==> config.mk <==
export PLATFORM = sky130hd
export DESIGN_NAME = dram_read_master
export DESIGN_NICKNAME = d
export VERILOG_FILES = /design/src/rtl/dram_read_master.sv
export SDC_FILE = /design/constraint.sdc
export NUM_CORES = 2
export LEC_CHECK = 0
export CORE_ASPECT_RATIO = 1.5
export CORE_MARGIN = 2
export CORE_UTILIZATION = 33
export CTS_CLUSTER_SIZE = 40
export DETAILED_ROUTE_END_ITERATION = 12
export SETUP_SLACK_MARGIN = 0.15
export SYNTH_ARGS = -nofsm -noshare
export SYNTH_HDL_FRONTEND = slang
export SYNTH_SLANG_ARGS = --single-unit
==> constraint.sdc <==
create_clock -name clk_pixel -period 6.3 [get_ports clk_pixel]
set_clock_uncertainty 0.2 [all_clocks]
set_input_delay 0.63 -clock clk_pixel [delete_from_list [all_inputs] [get_ports clk_pixel]]
set_output_delay 0.63 -clock clk_pixel [all_outputs]
set_load 0.05 [all_outputs]
==> src/rtl/dram_read_master.sv <==
`default_nettype none
`timescale 1ns/1ps
// ============================================================================
// Module      : dram_read_master
// Description : Word-granular DRAM read engine. Turns image-sender requests
//               into AXI4 INCR read bursts, splitting at 4 KB boundaries,
//               and packs narrow R beats into wide words with a one-cycle
//               valid strobe. One burst in flight, one request queued.
// Revision    : 1.0 - initial release
// ============================================================================
module dram_read_master #(
  parameter int AXI_ADDR_WIDTH  = 32,
  parameter int AXI_DATA_WIDTH  = 128,
  parameter int DRAM_DATA_WIDTH = 512
) (
  input  logic                       clk_pixel,
  input  logic                       dram_reader_reset,
  input  logic                       dram_reader_flush,
  input  logic [AXI_ADDR_WIDTH-1:0]  dram_read_addr,
  input  logic [7:0]                 dram_read_len,
  input  logic                       dram_read_en,
  output logic [DRAM_DATA_WIDTH-1:0] dram_read_data,
  output logic                       dram_read_data_valid,
  output logic                       dram_read_busy,
  output logic                       dram_read_error,
  output logic [AXI_ADDR_WIDTH-1:0]  m_axi_araddr,
  output logic [7:0]                 m_axi_arlen,
  output logic [2:0]                 m_axi_arsize,
  output logic [1:0]                 m_axi_arburst,
  output logic                       m_axi_arvalid,
  input  logic                       m_axi_arready,
  input  logic [AXI_DATA_WIDTH-1:0]  m_axi_rdata,
  input  logic [1:0]                 m_axi_rresp,
  input  logic                       m_axi_rlast,
  input  logic                       m_axi_rvalid,
  output logic                       m_axi_rready
);

  localparam int BEATS      = DRAM_DATA_WIDTH / AXI_DATA_WIDTH;
  localparam int WORD_BYTES = DRAM_DATA_WIDTH / 8;
  localparam int WB_LOG     = $clog2(WORD_BYTES);
  localparam int BEAT_W     = (BEATS > 1) ? $clog2(BEATS) : 1;
  localparam int CW         = 13;  // wide enough for 4096 and word counts
  localparam logic [BEAT_W-1:0]         LAST_BEAT = BEAT_W'(BEATS - 1);
  localparam logic [2:0]                ARSIZE    = 3'($clog2(AXI_DATA_WIDTH / 8));
  localparam logic [AXI_ADDR_WIDTH-1:0] WORD_MASK = ~AXI_ADDR_WIDTH'(WORD_BYTES - 1);

  typedef enum logic [1:0] {
    S_IDLE  = 2'd0,
    S_AR    = 2'd1,
    S_DATA  = 2'd2,
    S_DRAIN = 2'd3
  } state_t;

  state_t                      r_state;
  logic [AXI_ADDR_WIDTH-1:0]   r_araddr;
  logic [7:0]                  r_arlen;
  logic                        r_arvalid;
  logic                        r_rready;
  logic [DRAM_DATA_WIDTH-1:0]  r_data;
  logic                        r_valid;
  logic                        r_error;
  logic [BEAT_W-1:0]           r_beat;
  logic [DRAM_DATA_WIDTH-1:0]  r_buf;
  logic                        r_flushed;
  logic                        r_pend_valid;
  logic [AXI_ADDR_WIDTH-1:0]   r_pend_addr;
  logic [CW-1:0]               r_pend_words;
  logic                        r_rem_valid;
  logic [AXI_ADDR_WIDTH-1:0]   r_rem_addr;
  logic [CW-1:0]               r_rem_words;

  logic [AXI_ADDR_WIDTH-1:0]   w_req_addr;
  logic                        w_len_big;
  logic [CW-1:0]               w_req_words;
  logic                        w_ar_hs, w_r_hs, w_word_end, w_burst_end, w_data_end;
  logic                        w_take_rem, w_take_pend, w_req, w_req_cur, w_req_pend, w_req_drop;
  logic                        w_issue;
  logic [AXI_ADDR_WIDTH-1:0]   w_src_addr;
  logic [CW-1:0]               w_src_words, w_room, w_first, w_rest;
  logic [AXI_ADDR_WIDTH-1:0]   w_next_page;
  logic [DRAM_DATA_WIDTH-1:0]  w_word;

  assign w_req_addr  = dram_read_addr & WORD_MASK;
  assign w_len_big   = dram_read_len > 8'd63;
  assign w_req_words = w_len_big ? CW'(64) : CW'(dram_read_len[5:0]) + CW'(1);

  assign w_ar_hs     = r_arvalid & m_axi_arready;
  assign w_r_hs      = r_rready & m_axi_rvalid;
  assign w_word_end  = w_r_hs & (r_beat == LAST_BEAT);
  assign w_burst_end = w_r_hs & m_axi_rlast;
  // A burst in DATA ending without flush chains into the next piece of work
  assign w_data_end  = (r_state == S_DATA) & w_burst_end & ~dram_reader_flush;
  assign w_take_rem  = w_data_end & r_rem_valid;
  assign w_take_pend = r_pend_valid & ~dram_reader_flush &
                       ((r_state == S_IDLE) | (w_data_end & ~r_rem_valid));

  // A freed pending slot may be refilled in the same cycle it is consumed
  assign w_req       = dram_read_en & ~dram_reader_flush;
  assign w_req_cur   = w_req & (r_state == S_IDLE) & ~r_pend_valid;
  assign w_req_pend  = w_req & ~w_req_cur & (~r_pend_valid | w_take_pend);
  assign w_req_drop  = w_req & ~w_req_cur & ~w_req_pend;
  assign w_issue     = w_take_rem | w_take_pend | w_req_cur;

  // Select which work item feeds the burst-sizing logic this cycle
  always_comb begin
    w_src_addr  = w_req_addr;
    w_src_words = w_req_words;
    if (w_take_rem) begin
      w_src_addr  = r_rem_addr;
      w_src_words = r_rem_words;
    end else if (w_take_pend) begin
      w_src_addr  = r_pend_addr;
      w_src_words = r_pend_words;
    end
  end

  // Words left before the 4 KB page ends; the rest restarts on the next page
  assign w_room      = (CW'(4096) - CW'(w_src_addr[11:0])) >> WB_LOG;
  assign w_first     = (w_src_words < w_room) ? w_src_words : w_room;
  assign w_rest      = w_src_words - w_first;
  assign w_next_page = {w_src_addr[AXI_ADDR_WIDTH-1:12] + (AXI_ADDR_WIDTH-12)'(1), 12'h000};

  // Merge the incoming beat into the partial word at its beat position
  always_comb begin
    w_word = r_buf;
    w_word[r_beat*AXI_DATA_WIDTH +: AXI_DATA_WIDTH] = m_axi_rdata;
  end

  // Control FSM, request queueing, beat packing and error capture
  always_ff @(posedge clk_pixel) begin
    if (dram_reader_reset) begin
      r_state      <= S_IDLE;
      r_araddr     <= '0;
      r_arlen      <= '0;
      r_arvalid    <= 1'b0;
      r_rready     <= 1'b0;
      r_data       <= '0;
      r_valid      <= 1'b0;
      r_error      <= 1'b0;
      r_beat       <= '0;
      r_buf        <= '0;
      r_flushed    <= 1'b0;
      r_pend_valid <= 1'b0;
      r_pend_addr  <= '0;
      r_pend_words <= '0;
      r_rem_valid  <= 1'b0;
      r_rem_addr   <= '0;
      r_rem_words  <= '0;
    end else begin
      r_valid <= 1'b0;

      if ((w_req & w_len_big) | w_req_drop | (w_r_hs & (m_axi_rresp != 2'b00)) |
          (w_burst_end & (r_beat != LAST_BEAT)))
        r_error <= 1'b1;

      // An early rlast restarts packing so the partial word is discarded
      if (w_r_hs) begin
        r_buf  <= w_word;
        r_beat <= m_axi_rlast ? '0 : r_beat + BEAT_W'(1);
      end

      if ((r_state == S_DATA) & w_word_end & ~dram_reader_flush) begin
        r_valid <= 1'b1;
        r_data  <= w_word;
      end

      if (w_req_pend) begin
        r_pend_valid <= 1'b1;
        r_pend_addr  <= w_req_addr;
        r_pend_words <= w_req_words;
      end else if (w_take_pend) begin
        r_pend_valid <= 1'b0;
      end

      if (dram_reader_flush) begin
        r_pend_valid <= 1'b0;
        r_rem_valid  <= 1'b0;
      end

      case (r_state)
        S_AR: begin
          // The address handshake must complete even when flushed
          if (w_ar_hs) begin
            r_arvalid <= 1'b0;
            r_rready  <= 1'b1;
            r_state   <= (r_flushed | dram_reader_flush) ? S_DRAIN : S_DATA;
            r_flushed <= 1'b0;
          end else if (dram_reader_flush) begin
            r_flushed <= 1'b1;
          end
        end
        S_DATA: begin
          if (dram_reader_flush) begin
            if (w_burst_end) begin
              r_state  <= S_IDLE;
              r_rready <= 1'b0;
            end else begin
              r_state  <= S_DRAIN;
            end
          end else if (w_burst_end & ~w_issue) begin
            r_state  <= S_IDLE;
            r_rready <= 1'b0;
          end
        end
        S_DRAIN: begin
          if (w_burst_end) begin
            r_state  <= S_IDLE;
            r_rready <= 1'b0;
          end
        end
        default: ;
      endcase

      // Launching a burst overrides the state chosen above
      if (w_issue) begin
        r_state     <= S_AR;
        r_arvalid   <= 1'b1;
        r_rready    <= 1'b0;
        r_araddr    <= w_src_addr;
        r_arlen     <= 8'(w_first * CW'(BEATS) - CW'(1));
        r_rem_valid <= (w_rest != '0);
        r_rem_addr  <= w_next_page;
        r_rem_words <= w_rest;
      end
    end
  end

  assign dram_read_data       = r_data;
  assign dram_read_data_valid = r_valid;
  assign dram_read_busy       = (r_state != S_IDLE) | r_pend_valid;
  assign dram_read_error      = r_error;
  assign m_axi_araddr         = r_araddr;
  assign m_axi_arlen          = r_arlen;
  assign m_axi_arsize         = ARSIZE;
  assign m_axi_arburst        = 2'b01;
  assign m_axi_arvalid        = r_arvalid;
  assign m_axi_rready         = r_rready;

endmodule
`default_nettype wire

* After elaboration in Yosys (flattened, before gate mapping) *
Index checks and enable logic that the tools add are counted.
W data, S select, Z words.

operators by class
  reduce and logical (&&, ||, !) cells = 18
  shift-type cells = 2
  mux-type cells = 31
  equal/unequal tests = 11
  $add $sub $neg = 7
  bitwise logic cells = 37
  order comparisons = 2

operators by type and width
  kind                          count
  $bwmux W512                   1
  $shift A128 B34 Y512 const A  1
  $shiftx A128 B34 Y512         1
  $mux W32                      2
  $mux W13                      3
  $neg A9 Y34                   1
  $and A1 B1 Y1                 22
  $add A20 B1 Y20 const B       1
  $mux W1                       16
  $reduce_bool A2 Y1            7
  $lt A13 B7 Y1                 1
  $reduce_bool A13 Y1           1
  $sub A13 B12 Y13 const A      1
  $sub A13 B13 Y13              1
  $mux W2                       6
  $or A1 B1 Y1                  9
  $gt A8 B6 Y1 const B          1
  $reduce_and A4 Y1             2
  $sub A8 B1 Y8 const B         1
  $add A6 B1 Y7 const B         1
  $mux W7                       1
  $eq A2 B2 Y1 const B          3
  $ne A2 B2 Y1 const B          3
  $ne A3 B3 Y1 const B          2
  other kinds (13)              20

storage, ports and cells
  bits of input ports = 177
  bits in registers = 1147
  word-level logic and storage cells = 126
  output and inout bits = 562

* Longest topological paths before layout *
  word-level depth = 15
  depth in mapped cells = 29
  mapped depth without buffers = 25

* Worst setup path before layout *
Ideal clock, no wire load.

  path type = register to register
  start = register r_rready (netlist: m_axi_rready)
  end = register r_rem_words[12]
  stages on the path, launching flop included = 29
  path slack = -349 ps
  arrival = 6322 ps
  clock period less this slack = 6649 ps
  buffers on the path = 4
  data required time = 5972 ps
  path through = dfxtp_1 -> nand3_1 -> nor2_1 -> buf_2 -> clkbuf_1 -> clkbuf_1 -> or2_2 -> ha_1 -> inv_1 -> nor4_1 -> o32ai_1 -> ha_1 -> a21oi_1 -> o21ai_0 -> and3_1 -> a211oi_2 -> buf_4 -> mux2i_1 -> ha_1 -> inv_1 -> fa_1 -> a21o_1 -> a21oi_1 -> o21ai_0 -> a21oi_1 -> and2_1 -> o21ai_0 -> a22oi_1 -> nor2_1

on the way
  word-level cells in the longest chain between the ends = 13
  elaborated cells on any way between the ends = 18
  those cells by class = 2 x add/sub; 1 x order compare; 5 x mux; 10 x bitwise

ends and longest elaborated chain
  element                          line  RTL
  from (decl)                      59    logic r_rready;
  from (signal assigned)           137   r_rready <= 1'b0;
  from (signal assigned)           186   r_rready <= 1'b1;
  from (signal assigned)           197   r_rready <= 1'b0;
  $and A1 B1 Y1 (*)                89    assign w_r_hs = r_rready & m_axi_rvalid;
  $and A1 B1 Y1 (*)                91    assign w_burst_end = w_r_hs & m_axi_rlast;
  $and A1 B1 Y1 (*) (2 in series)  93    assign w_data_end = (r_state == S_DATA) & w_burst_end & ~dram_reader_flush;
  $and A1 B1 Y1                    96    ((r_state == S_IDLE) | (w_data_end & ~r_rem_valid));
  $or A1 B1 Y1                     96
  $and A1 B1 Y1                    95    assign w_take_pend = r_pend_valid & ~dram_reader_flush &
  $mux W32                         112   end else if (w_take_pend) begin
  $mux W32                         109   if (w_take_rem) begin
  $sub A13 B12 Y13                 119   assign w_room = (CW'(4096) - CW'(w_src_addr[11:0])) >> WB_LOG;
  $lt A13 B7 Y1                    120   assign w_first = (w_src_words < w_room) ? w_src_words : w_room;
  $mux W13                         120
  $sub A13 B13 Y13                 121   assign w_rest = w_src_words - w_first;
  to (signal assigned)             224   r_rem_words <= w_rest;
  to (decl)                        71    logic [CW-1:0] r_rem_words;

Every way passes the cells marked *; elsewhere a longest branch is shown, timed or not.
A chain may end at the register's enable or synchronous reset.

* Worst setup path in the final report *
  start = register r_rem_valid
  end = register r_rem_valid

on the way
  word-level cells in the longest chain between the ends = 12
  elaborated cells on any way between the ends = 18
  those cells by class = 2 x add/sub; 1 x order compare; 6 x mux; 7 x bitwise; 2 x reduce/logical

ends and longest elaborated chain
  element                 line  RTL
  from (decl)             69    logic r_rem_valid;
  from (signal assigned)  222   r_rem_valid <= (w_rest != '0);
  $not A1 Y1              96
  $and A1 B1 Y1           96
  $or A1 B1 Y1            96
  $and A1 B1 Y1           95
  $mux W32                112
  $mux W32                109
  $sub A13 B12 Y13        119
  $lt A13 B7 Y1           120
  $mux W13                120
  $sub A13 B13 Y13        121
  $reduce_bool A13 Y1     222
  $mux W1                 216   if (w_issue) begin

Several ways; a longest one is shown, not always the timed one.

==> summary.md <==
| Metric | Value |
|---|---|
| Grt met1 use | `around 28%` |
| Via count | `40.1k` |
| Crit path from | `r_rem_valid` |
| Gr busiest metal | `met2` |
| Critical path required time | `6.71 ns` |
| DR pass1 iterations | `5` |
| Worst reg2reg path depth | `25` |
| Register share of total power | `between 40 and 50%` |
| Clk pin slew, worst setup/hold paths | `0.07 ns` |
| Root Driver | `clkbuf_16` |
| Main flop type after synthesis | `dfxtp_1` |
| WP data arrival | `6.23 ns` |
| Mapped Cells | `around 4.9k` |
| Sw Pwr | `3.58 mW` |
| Part of the cycle the worst path needs | `92.4%` |
| Area contributors post-synth | `dfxtp_1 (52%), a211oi_1 (12%), nor2_1 (9.6%)` |
| Total Routing Usage GR | `23.5%` |
| Dpl cells | `6980` |
| Hold path endpoint | `r_pend_words[3]` |
| TritonCTS Sinks | `1134` |
| Vias per Instance | `5.58` |
| Setup violations, final | `0` |
| Register area | `22700 um^2` |
| Final non-filler cell total | `7192` |
| CTS buffer count | `112` |
| Die Ht | `450 um` |
| Share of layout cells above drive strength 1 | `6.64%` |
| Filler Cell Count | `12.8k` |
| CP endpoint kind | `flop` |
| Hold slack | `0.148 ns` |
| Detail Route Antenna Nets | `0` |
| Seq/Total Area, Yosys | `51.9%` |
| Core area | `roughly 130000 um^2` |
| DRC Markers | `0` |
| Unique masters post-synth | `74` |
| #FFs+latches synth | `roughly 1.1k` |
| Die ar. | `136000 um^2` |
| # hold bufs at CTS | `0` |
| Max VDD drop | `0.000300 V` |
| Area Growth Syn to Fin | `28.8%` |
| RePlAce Congestion | `0.845` |
| PD cells | `273 nW/um^2` |
| Async SR Flop Fraction | `0%` |
| Footprint of the multi-input gates | `19000 um^2` |
| Power share of the clock group | `47.0%` |
| Total grt overflow | `0` |
| Post-synth top area cell | `dfxtp_1` |
| Core Util, Final | `42.9%` |
| Max Clk Rate | `0.172 GHz` |
| Gate power share | `under 10%` |
| Maximum fanout along the worst path | `5` |
| Yosys top cell area share | `about half` |
| Worst min-delay path startpoint | `dram_reader_reset` |
| Post-synth top cells | `dfxtp_1 (1134), nor2_1 (1122), a211oi_1 (715), clkbuf_1 (492), nor3_1 (358)` |
| First-pass GRT wire length | `248000 um` |
| Final wirelength | `166000 um` |
| RSZ-0062 raised after global routing | `no` |
| Net Sw Frac | `23.2%` |
| GR Util met3 | `6.56%` |
| Port Buffers | `721` |
| Wire length per cell after detailed routing | `23.1 um` |
| Syn Area/Cell | `8.91 um^2` |
| CTS tree | `built` |
| End of the worst register-to-register path | `r_rem_valid` |
| Die W | `301 um` |
| Initial Utilization | `33.3%` |
| Number of synthesized flops with an enable pin | `0` |
| Hold Path Depth | `2` |
| Power Internal | `11.8 mW` |
| Yosys warning count | `0` |
| Post-Synthesis Cell Area | `43800 um^2` |
| Fin. max-slew vios | `20` |
| Outcome | `finished with violations` |
| Worst min path class | `input port to flop` |
| GR Layer Usage met2 | `roughly 40%` |
| First-iteration detailed-routing DRC count | `3048` |
| Number of global-route vias before repair | `38.2k` |
| H-tree depth | `3` |
| Worst reg2reg setup slack | `0.48 ns` |
| Hold Fails Final Rpt | `0` |
| Lkg Pwr | `18.4 nW` |
| Critical path class | `flop to flop` |
| Largest net degree at the start of global routing | `233` |
| Crit Reg-Reg Startpoint | `r_rem_valid` |
| Clock buffer depth | `3` |
| Initial antenna violation count | `12` |
| Worst skew pair latency | `0.76 ns` |
| Worst-Margin Slew | `1.52 ns` |
| Ports | `739` |
| Detailed placer's ending HPWL | `103000 um` |
| Failing checks | `max-slew violations` |
| Relative slew slack | `-1.44%` |
| Worst setup SP type | `flop` |
| Max Cap Viol | `0` |
| Final nets | `5564` |
| Post-layout minimum cycle time | `5.82 ns` |
| Top-count cell post-synth | `dfxtp_1` |
| Placement row count | `163` |
## cells by family (layout without fill, tap and decap cells)
| family | count (synthesis) | after routing | share of synthesized area, % |
|---|---|---|---|
| AOI/OAI and AO/OA | 1429 | 1429 | 24.9 |
| xor gates and xnor gates | 25 | 25 | 0.500 |
| adders and majority gates | 24 | 24 | 0.703 |
| buffers and inverters | 552 | 1078 | 4.96 |
| DFF | 1134 | 1134 | 51.9 |
| muxes | 21 | 21 | 0.486 |
| other | 2 | 20 | 0.0172 |
| and+or+nand+nor | 1729 | 1729 | 16.6 |
## repair_timing
item / 4_1_cts / 5_1_grt
resized for setup: 0 / 9
buffers inserted: 0 / 1
endpoints found under the hold margin: 0 / 0
setup endpoints to repair: 0 / 8
## metal layers
metal  part of all wire, %  wire length, um
met1                    39            65200
met5                0.0078               13
met4                   3.2             5310
met2                    50            82400
met3                   7.9            13100
## critical path, cell delays in order (launching register included)
cell and delay [ns]:
dfxtp_1 0.41, and4b_1 0.25, o21ai_2 0.18, mux2i_1 0.13, or2_2 0.30, ha_1 0.22
inv_2 0.11, nor4_2 0.06, o32ai_2 0.36, ha_1 0.31, a21oi_1 0.15, o21ai_0 0.10
and3_1 0.19, a211oi_2 0.22, mux2i_2 0.32, ha_2 0.22, inv_1 0.06, fa_1 0.45
a21o_1 0.19, a21oi_2 0.18, o21ai_0 0.20, a21oi_2 0.24, nand3_1 0.09, o21a_1 0.11
o32ai_1 0.23, a41oi_1 0.16
## worst max path at each step
stage	endpoint
after floorplan	r_rem_valid
after global placement	r_rem_valid
after detailed placement	r_rem_valid
after CTS	r_rem_valid
after global routing	r_rem_valid
final	r_rem_valid
## per-stage QoR
| step | power (mW) | worst slack, ns | area, um^2 | setup TNS, ns |
|---|---|---|---|---|
| final | 15.4 | 0.478 | 56400 | 0 |
| after global routing | 15.9 | 0.166 | 56400 | 0 |
| after CTS | 15.6 | 0.251 | 56300 | 0 |
| after detailed placement | 8.33 | -0.561 | 52400 | -3.13 |
| after global placement | 8.32 | -0.501 | 52400 | -2.77 |
| after floorplan | 7.91 | 0.153 | 43800 | 0 |
## power groups by stage
stage / Sequential, mW / Clock [mW] / Combinational, mW
6_report: 7.28 / 7.24 / 0.889
5_1_grt: 7.29 / 7.67 / 0.959
4_1_cts: 7.28 / 7.40 / 0.887
3_5_place_dp: 7.44 / 0 / 0.882
3_3_place_gp: 7.44 / 0 / 0.882
2_1_floorplan: 7.48 / 0 / 0.432
## placed cells by master (no fill, tap or decap), types with 113 or more instances in the layout
cell type,count
nor3_1,355
a211oi_1,714
buf_4,113
clkbuf_16,114
dfxtp_1,1132
a22oi_1,181
a221oi_1,337
nor2_1,1121
nand2_1,144
clkdlybuf4s50_1,719
## flip-flops by register name, indices dropped and copies added (netlist names), 7 cells and up
| signal | count |
|---|---|
| dram_read_data | 512 |
| r_buf | 512 |
| m_axi_araddr | 26 |
| r_pend_addr | 26 |
| r_rem_addr | 20 |
| r_rem_words | 13 |
| m_axi_arlen | 7 |
| r_pend_words | 7 |
## layout make-up
type,instances,area share [%]
Inverter,25,0.202
Sequential cell,1134,40.3
Clock buffer,160,5.82
Antenna cell,9,0.0399
Multi-Input combinational cell,3239,33.8
Tap cell,1732,3.84
Timing Repair Buffer,851,14.9
Clock inverter,42,1.17
Note: power is estimated with default switching activity, not from simulation.
